$ cat src/rtl/instr_mem_pkg.sv
// rtl/instr_mem_pkg.sv - shared constants and types for the instruction memory controller
package instr_mem_pkg;

  localparam logic [1:0] FAULT_NONE     = 2'b00;
  localparam logic [1:0] FAULT_MISALIGN = 2'b01;
  localparam logic [1:0] FAULT_RANGE    = 2'b10;

  localparam logic [31:0] NOP_INSTR = 32'h00000013;

  typedef enum logic {S_CLEAR, S_RUN} state_t;

endpackage

$ cat src/rtl/imem_ram.sv
// rtl/imem_ram.sv - single-port synchronous RAM, one write port and a registered read
module imem_ram #(
  parameter int DATA_W = 32,
  parameter int DEPTH  = 64,
  parameter int AW     = $clog2(DEPTH)
) (
  input  logic              clk,
  input  logic              reset,
  input  logic              we,
  input  logic              re,
  input  logic [AW-1:0]     addr,
  input  logic [DATA_W-1:0] wdata,
  output logic [DATA_W-1:0] rdata
);

  logic [DATA_W-1:0] mem [DEPTH];

  // The array itself has no reset so contents can survive a reset pulse.
  always_ff @(posedge clk) begin
    if (we) mem[addr] <= wdata;
  end

  always_ff @(posedge clk or posedge reset) begin
    if (reset)   rdata <= '0;
    else if (re) rdata <= mem[addr];
  end

endmodule

$ cat src/rtl/instr_mem_ctrl.sv
// rtl/instr_mem_ctrl.sv - instruction memory with valid/ready fetch, boot-load port and clear sweep
module instr_mem_ctrl
  import instr_mem_pkg::*;
#(
  parameter int                DATA_W         = 32,
  parameter int                DEPTH          = 64,
  parameter int                ADDR_W         = 32,
  parameter bit                CLEAR_ON_RESET = 1'b1,
  parameter logic [DATA_W-1:0] FAULT_INSTR    = DATA_W'(NOP_INSTR)
) (
  input  logic              clk,
  input  logic              reset,
  input  logic              prog_en,
  input  logic              prog_we,
  input  logic [ADDR_W-1:0] prog_addr,
  input  logic [DATA_W-1:0] prog_wdata,
  output logic              prog_err,
  input  logic              fetch_req_valid,
  output logic              fetch_req_ready,
  input  logic [ADDR_W-1:0] fetch_addr,
  output logic              fetch_rsp_valid,
  input  logic              fetch_rsp_ready,
  output logic [DATA_W-1:0] fetch_rsp_instr,
  output logic [1:0]        fetch_rsp_fault,
  output logic              init_busy
);

  localparam int IDX_W = $clog2(DEPTH);

  function automatic logic [1:0] addr_fault(input logic [ADDR_W-1:0] a);
    logic [1:0] f;
    f = FAULT_NONE;
    if (a[1:0] != 2'b00) f = f | FAULT_MISALIGN;
    // Full-width compare: any high bit set is a range fault, never an alias.
    if ((a >> 2) >= ADDR_W'(DEPTH)) f = f | FAULT_RANGE;
    return f;
  endfunction

  state_t            state;
  logic [IDX_W-1:0]  ptr;
  logic [1:0]        rsp_fault;
  logic [1:0]        fetch_fault;
  logic [1:0]        prog_fault;
  logic              clearing;
  logic              accept;
  logic              prog_ok;
  logic              prog_drop;
  logic              ram_we;
  logic              ram_re;
  logic [IDX_W-1:0]  ram_addr;
  logic [DATA_W-1:0] ram_wdata;
  logic [DATA_W-1:0] ram_rdata;

  always_comb begin
    clearing        = (state == S_CLEAR);
    fetch_fault     = addr_fault(fetch_addr);
    prog_fault      = addr_fault(prog_addr);
    fetch_req_ready = (state == S_RUN) && !prog_en && (!fetch_rsp_valid || fetch_rsp_ready);
    accept          = fetch_req_valid && fetch_req_ready;
    prog_ok         = (state == S_RUN) && prog_en && prog_we && (prog_fault == FAULT_NONE);
    prog_drop       = (state == S_RUN) && prog_en && prog_we && (prog_fault != FAULT_NONE);
    ram_we          = clearing || prog_ok;
    ram_re          = accept && (fetch_fault == FAULT_NONE);
    ram_wdata       = clearing ? '0 : prog_wdata;
    // Clear, program and fetch never need the port in the same cycle.
    if (clearing)     ram_addr = ptr;
    else if (prog_en) ram_addr = prog_addr[IDX_W+1:2];
    else              ram_addr = fetch_addr[IDX_W+1:2];
  end

  always_ff @(posedge clk or posedge reset) begin
    if (reset) begin
      state           <= CLEAR_ON_RESET ? S_CLEAR : S_RUN;
      ptr             <= '0;
      fetch_rsp_valid <= 1'b0;
      rsp_fault       <= FAULT_NONE;
      prog_err        <= 1'b0;
    end else begin
      prog_err <= prog_drop;
      if (clearing) begin
        ptr <= ptr + IDX_W'(1);
        if (ptr == IDX_W'(DEPTH - 1)) state <= S_RUN;
      end
      if (accept) begin
        fetch_rsp_valid <= 1'b1;
        rsp_fault       <= fetch_fault;
      end else if (fetch_rsp_ready) begin
        fetch_rsp_valid <= 1'b0;
      end
    end
  end

  imem_ram #(
    .DATA_W (DATA_W),
    .DEPTH  (DEPTH)
  ) u_ram (
    .clk   (clk),
    .reset (reset),
    .we    (ram_we),
    .re    (ram_re),
    .addr  (ram_addr),
    .wdata (ram_wdata),
    .rdata (ram_rdata)
  );

  // The RAM read register only updates on a clean fetch, so it holds under back-pressure.
  assign fetch_rsp_instr = (rsp_fault != FAULT_NONE) ? FAULT_INSTR : ram_rdata;
  assign fetch_rsp_fault = rsp_fault;
  assign init_busy       = clearing;

endmodule

$ cat config.mk
export PLATFORM = sky130hd
export DESIGN_NAME = instr_mem_ctrl
export DESIGN_NICKNAME = d
export VERILOG_FILES = /design/src/rtl/instr_mem_pkg.sv /design/src/rtl/imem_ram.sv /design/src/rtl/instr_mem_ctrl.sv
export SDC_FILE = /design/constraint.sdc
export NUM_CORES = 2
export LEC_CHECK = 0
export ABC_AREA = 0
export BUFFER_PORTS_ARGS = -buffer_cell sky130_fd_sc_hd__buf_2
export CAP_MARGIN = 20
export CORE_ASPECT_RATIO = 1.4
export CORE_MARGIN = 4
export CORE_UTILIZATION = 40
export CTS_CLUSTER_SIZE = 28
export DETAILED_ROUTE_END_ITERATION = 12
export HOLD_SLACK_MARGIN = 0.06
export MAX_ROUTING_LAYER = met4
export PLACE_DENSITY = 0.57
export SYNTH_ARGS = -nofsm -noshare
export SYNTH_HDL_FRONTEND = slang
export SYNTH_SLANG_ARGS = --single-unit
$ cat constraint.sdc
create_clock -name clk -period 4.6 [get_ports clk]
set_input_delay 0.69 -clock clk [delete_from_list [all_inputs] [get_ports clk]]
set_output_delay 0.69 -clock clk [all_outputs]
set_load 0.02 [all_outputs]
# Yosys cells after proc, flatten, opt, wreduce, memory -nomap -nowiden
# Memories as Yosys holds them, arrays and structs flattened. A register that Yosys moved wholly into a read port is not among the register bits.
# Index checks and enable logic that the tools add are counted.
# classes
eq_ne	1
mux	14
reduce_logical	19
n_addsub	1
bitwise	1
n_lt_le_gt_ge	2
# ops
cell	count
32-bit 2-to-1 mux	2
30-bit by 7-bit greater-or-equal comparator with 1-bit output, second input constant	2
6-bit 2-to-1 mux	2
2-bit nonzero test	5
1-bit logical AND	8
1-bit 2-to-1 mux	8
6-bit by 1-bit adder with 6-bit output, second input constant	1
6-bit == test, second input constant	1
2-bit zero test	2
2-bit 2-to-1 mux	2
1-bit zero test	2
1-bit logical OR	2
1-bit inverter	1
# word_totals
ramBits	2048
out_inout_bits	38
word_cells	44
register_bits	11
mem_count	1
# mem_list
name	words	width	read_ports	rd_clocked_by_memory_dff	wr	line	rtl
u_ram.mem	64	32	1	1	1	imem_ram.sv:16	logic [DATA_W-1:0] mem [DEPTH];

# Depth between registers and ports, before layout
# depth
depth_word	8
mapped_depth	14
depth_no_buf	8

# By module
# Synthesis repeated with hierarchy kept, for this count alone.
# unflattened
hier_cells	4335
area_unflattened_um2	80986.4
# modules_own_cells
mod	cells_per_inst	area_per_inst_um2	n_inst	seq_area_each_um2
imem_ram	4185	79839.1	1	62299.8
instr_mem_ctrl	150	1147.4	1	275.3

# Worst setup path after synthesis
# OpenSTA, ideal clock, no wires.
# synth_timing
path_type	input to register
start	input prog_en
end	memory u_ram.mem[17][0], enable pin
path_stages	9
arrival_ns	3.834
setup_ns	0.421
setup_slack_ns	0.344
required_ns	4.179
cell_sequence	buf_6 > mux2i_1 > a21oi_1 > buf_2 > nor3_2 > buf_2 > buf_1 > nand2_1 > nor2_1
# synth_via
elab_chain_cells	6
# synth_rtl
element	line	rtl
start: declaration	instr_mem_ctrl.sv:13	input logic prog_en,
1-bit logical AND (3 in series)	instr_mem_ctrl.sv:60	prog_ok = (state == S_RUN) && prog_en && prog_we && (prog_fault == FAULT_NONE);
1-bit logical OR	instr_mem_ctrl.sv:62	ram_we = clearing || prog_ok;
1-bit 2-to-1 mux	imem_ram.sv:20	if (we) mem[addr] <= wdata;
1-bit 2-to-1 mux (not written as such)	imem_ram.sv:20	
end: declaration	imem_ram.sv:16	
# Parallel ways exist; a longest one is shown, timed or not.

# Worst setup path after layout
# layout_timing
start	register state
end	register u_ram.rdata[2], read port of u_ram.mem
# layout_via
elab_chain_cells	4
# layout_rtl
element	line	rtl
start: declaration	instr_mem_ctrl.sv:39	state_t state;
start signal: assignment	instr_mem_ctrl.sv:73	state <= CLEAR_ON_RESET ? S_CLEAR : S_RUN;
1-bit logical AND (2 in series)	instr_mem_ctrl.sv:58	fetch_req_ready = (state == S_RUN) && !prog_en && (!fetch_rsp_valid || fetch_rsp_ready);
1-bit logical AND	instr_mem_ctrl.sv:59	accept = fetch_req_valid && fetch_req_ready;
1-bit logical AND	instr_mem_ctrl.sv:63	ram_re = accept && (fetch_fault == FAULT_NONE);
end: declaration	imem_ram.sv:13	output logic [DATA_W-1:0] rdata
# Parallel ways exist; a longest one is shown, timed or not.
# A chain may end at the register's enable or synchronous reset.

==> insert_results.sql <==
INSERT INTO impl_metrics (metric_group, metric, value, unit) VALUES
('run_status', 'outcome', 'complete, no violations', ''),
('min_path', 'hold_path_class', 'input pin to flop', ''),
('routing', 'detailroute.via_count', '52800', ''),
('power', 'power-per-cell-area', '387', 'mW/mm^2'),
('synth', 'synth_commonest_cells', '2048 x edfxtp_1, 1016 x nand2_1, 375 x nand3_1', ''),
('synth', 'syn-num-nets', '5411', ''),
('floorplanning', 'initial_utilization', '0.403', ''),
('floorplanning', 'dieHeight', '539', 'um'),
('routing', 'drtIter0Drc', '7988', ''),
('synth', 'synth-seq-cells', '2091', ''),
('setup_path', 'crit_arrival', '5.08', 'ns'),
('setup_path', 'start_kind', 'flop', ''),
('routing', 'postRouteWirelength', '292000', 'um'),
('synth', 'synthDominantCellAreaShare', '0.762', ''),
('setup_path', 'reg2reg_setup_slack', '0.20', 'ns'),
('routing', 'detailed_route_drc_error_count', '0', ''),
('setup_path', 'worstSetupPathType', 'flop to flop', ''),
('min_path', 'hold_depth', '3', ''),
('synth', 'synth_top_cells_by_area', 'edfxtp_1 76%, nand2_1 4.7%, nand3_1 2.3%', ''),
('power', 'p_clk_frac', '0.438', ''),
('clock_network', 'clock_tree_from_tritoncts', 'done', ''),
('floorplanning', 'fp.dieArea', '0.209', 'mm^2'),
('synth', 'synth_ff_type', 'edfxtp_1', ''),
('clock_network', 'htreeDepth', '4', ''),
('power', 'comb_power_share', '0.002', ''),
('global_routing', 'grt_overflow_total', '0', ''),
('synth', 'ys_async_sr_fraction', '0.0206', ''),
('power', 'netSwitchingPower', '0.00712', 'W'),
('synth', 'seq_area_frac_synth', '0.776', ''),
('clock_network', 'ctsRootBufferMaster', 'clkbuf_16', ''),
('finish', 'final_core_utilization', '0.475', ''),
('setup_path', 'critical_path.endpoint_type', 'flop', ''),
('synth', 'synth.largest_area_cell', 'edfxtp_1', ''),
('finish', 'finalNetCount', '5899', ''),
('floorplanning', 'placementRows', '194', ''),
('clock_network', 'cts_buffers', '195', ''),
('placement', 'finalWeightedCongestion', '0.936', ''),
('routing', 'final_routed_wire_length_divided_by_cell_count', '33.9', 'um'),
('synth', 'synthesis.yosys.warnings', '0', ''),
('synth', 'synthesis.area_per_instance', '15.2', 'um^2'),
('timing', 'timing.final.crit_period', '4.40', 'ns'),
('clock_network', 'worst_skew_pair.late_latency', '0.85', 'ns'),
('synth', 'synth.cell_area', '0.0807', 'mm^2'),
('power', 'seqPwrFrac', '0.560', ''),
('timing', 'layout_setup_ws', '0.205', 'ns'),
('synth', 'synth-edff-count', '2048', ''),
('synth', 'yosysMostFrequentCell', 'edfxtp_1', ''),
('clock_network', 'clkTransAtPathRegs', '0.07', 'ns'),
('finish', 'areaGrowthSynthToFinish', '17.7', '%'),
('global_routing', 'globalRouteTotalUtil', '0.279', ''),
('setup_path', 'critical_path_required', '5.29', 'ns'),
('power', 'p_leak', '29.0', 'nW'),
('placement', 'pre_cts_ws', '-0.363', 'ns'),
('clock_network', 'cts-root-to-sink-buffers', '4', ''),
('floorplanning', 'die_width', '388', 'um'),
('global_routing', 'grt_pass1_vias', '50000', ''),
('setup_path', 'highest_net_fanout_along_the_worst_path', '23', ''),
('timing', 'worst_hold_margin', '0.131', 'ns'),
('clock_network', 'cts_num_sinks', '2091', ''),
('routing', 'drt_pass1_iterations', '7', ''),
('timing', 'slew_headroom', '0.199', ''),
('timing', 'timing.clock.skew', '0.0548', 'ns'),
('routing', 'vias_per_cell', '6.13', ''),
('power', 'p_int', '0.0297', 'W'),
('synth', 'yosys.cell_types.count', '60', ''),
('clock_network', 'post_cts_buffers', '0', ''),
('floorplanning', 'ioPinCount', '140', ''),
('power', 'p_sw_frac', '0.194', ''),
('finish', 'drive_gt1_frac', '0.188', ''),
('global_routing', 'grt_pass1_wl', '401000', 'um'),
('timing', 'timing.final.hold_violations', '0', '');
-- kinds of logic (layout without fill, tap and decap cells) --
family | count (synthesis) | in the layout | synth area share
adder cells (fa/ha/maj) | 1 | 1 | 0.000155
other | 0 | 17 | 0
AO/OA/AOI/OAI | 985 | 985 | 0.0800
XOR/XNOR | 5 | 5 | 0.000543
flip-flops | 2091 | 2091 | 0.776
multiplexers | 198 | 198 | 0.0343
buffers and inverters | 336 | 976 | 0.0201
AND/OR/NAND/NOR | 1692 | 1692 | 0.0892
-- power by group through the flow --
stage	Clock, W	Sequential (W)	Combinational, W
floorplan	0	0.0210	0.0000148
global placement	0	0.0210	0.0000826
detailed placement	0	0.0210	0.0000838
CTS	0.0162	0.0206	0.0000846
global route	0.0170	0.0206	0.0000905
finish	0.0161	0.0206	0.0000853
-- sequential cells by signal, indices dropped and copies added, names as in the netlist --
register,flops
u_ram.mem,2048
ptr,6
state,1
fetch_rsp_fault,2
fetch_rsp_valid,1
u_ram.rdata,32
prog_err,1
-- per-stage QoR --
step / std cells / total power (W) / setup TNS (ns) / instance area (um^2)
after floorplan: 5308 / 0.0210 / 0 / 80700
after global placement: 8236 / 0.0211 / -3.91 / 88600
after detailed placement: 8241 / 0.0211 / -0.762 / 88600
after CTS: 8591 / 0.0369 / 0 / 94900
after global routing: 8604 / 0.0377 / 0 / 95000
final: 8611 / 0.0368 / 0 / 95000
-- per-layer routing --
metal | GRT usage | share of wire | vias to the layer above
met5 | - | 0 | -
met4 | 0.133 | 0.058 | 0
met3 | 0.0453 | 0.099 | 706
met2 | 0.448 | 0.48 | 3452
met1 | 0.348 | 0.36 | 27100
li1 | - | - | 21500
-- critical path, cell delays in order (launching register included) --
cell      delay [ns]
dfrtp_2         0.75
nor2_1          0.21
a21oi_4         0.81
nor3_2          0.26
buf_4           0.32
buf_4           0.25
a221oi_1        0.31
o21ai_0         0.46
a211oi_2        0.67
a31oi_1         0.16
-- final timing paths --
path                                       to    start
max                            u_ram.rdata[2]    state
min                                  prog_err  prog_we
max reg2reg                    u_ram.rdata[2]    state
min reg2reg                            ptr[5]   ptr[5]
max in group asynchronous      u_ram.rdata[1]    reset
min in group asynchronous  fetch_rsp_fault[0]    reset
-- what timing repair did --
action,in CTS,in global routing
gates resized for setup,1,1
pin swaps,0,0
hold buffers,1,0
endpoints found under the setup margin,1,1
endpoints found under the hold margin,43,0
-- cell type report --
class / count / area [um^2] / share of cell area
diodes: 17 / 42.5 / 0.000448
clock buffers: 256 / 5230 / 0.0551
clock inverters: 93 / 985 / 0.0104
inverters: 3 / 11.3 / 0.000119
multi-input cells: 2881 / 17200 / 0.181
flip-flops and latches: 2091 / 62600 / 0.659
well taps: 2646 / 3310 / 0.0349
repair buffers: 624 / 5600 / 0.0590
-- layout by cell type (no fill, tap or decap), types with 30 or more instances in the layout --
cell type,synthesis,layout
edfxtp_1,2048,2048
a31oi_1,78,78
mux4_2,61,61
and2_2,0,31
nor2_4,0,67
nor2_1,152,73
o22ai_1,48,48
nand2_1,1016,1013
a211oi_1,33,32
mux2i_1,120,120
buf_4,28,379
nand3_1,375,372
and2_1,63,30
clkbuf_1,97,50
a22oi_1,154,154
clkbuf_16,0,196
a32oi_1,56,56
o21ai_0,81,81
dfrtp_1,43,42
buf_12,0,101
a221oi_1,59,59
clkinv_2,0,37
a21oi_1,353,351
buf_2,163,141
Power figures use the tool's default switching activity.
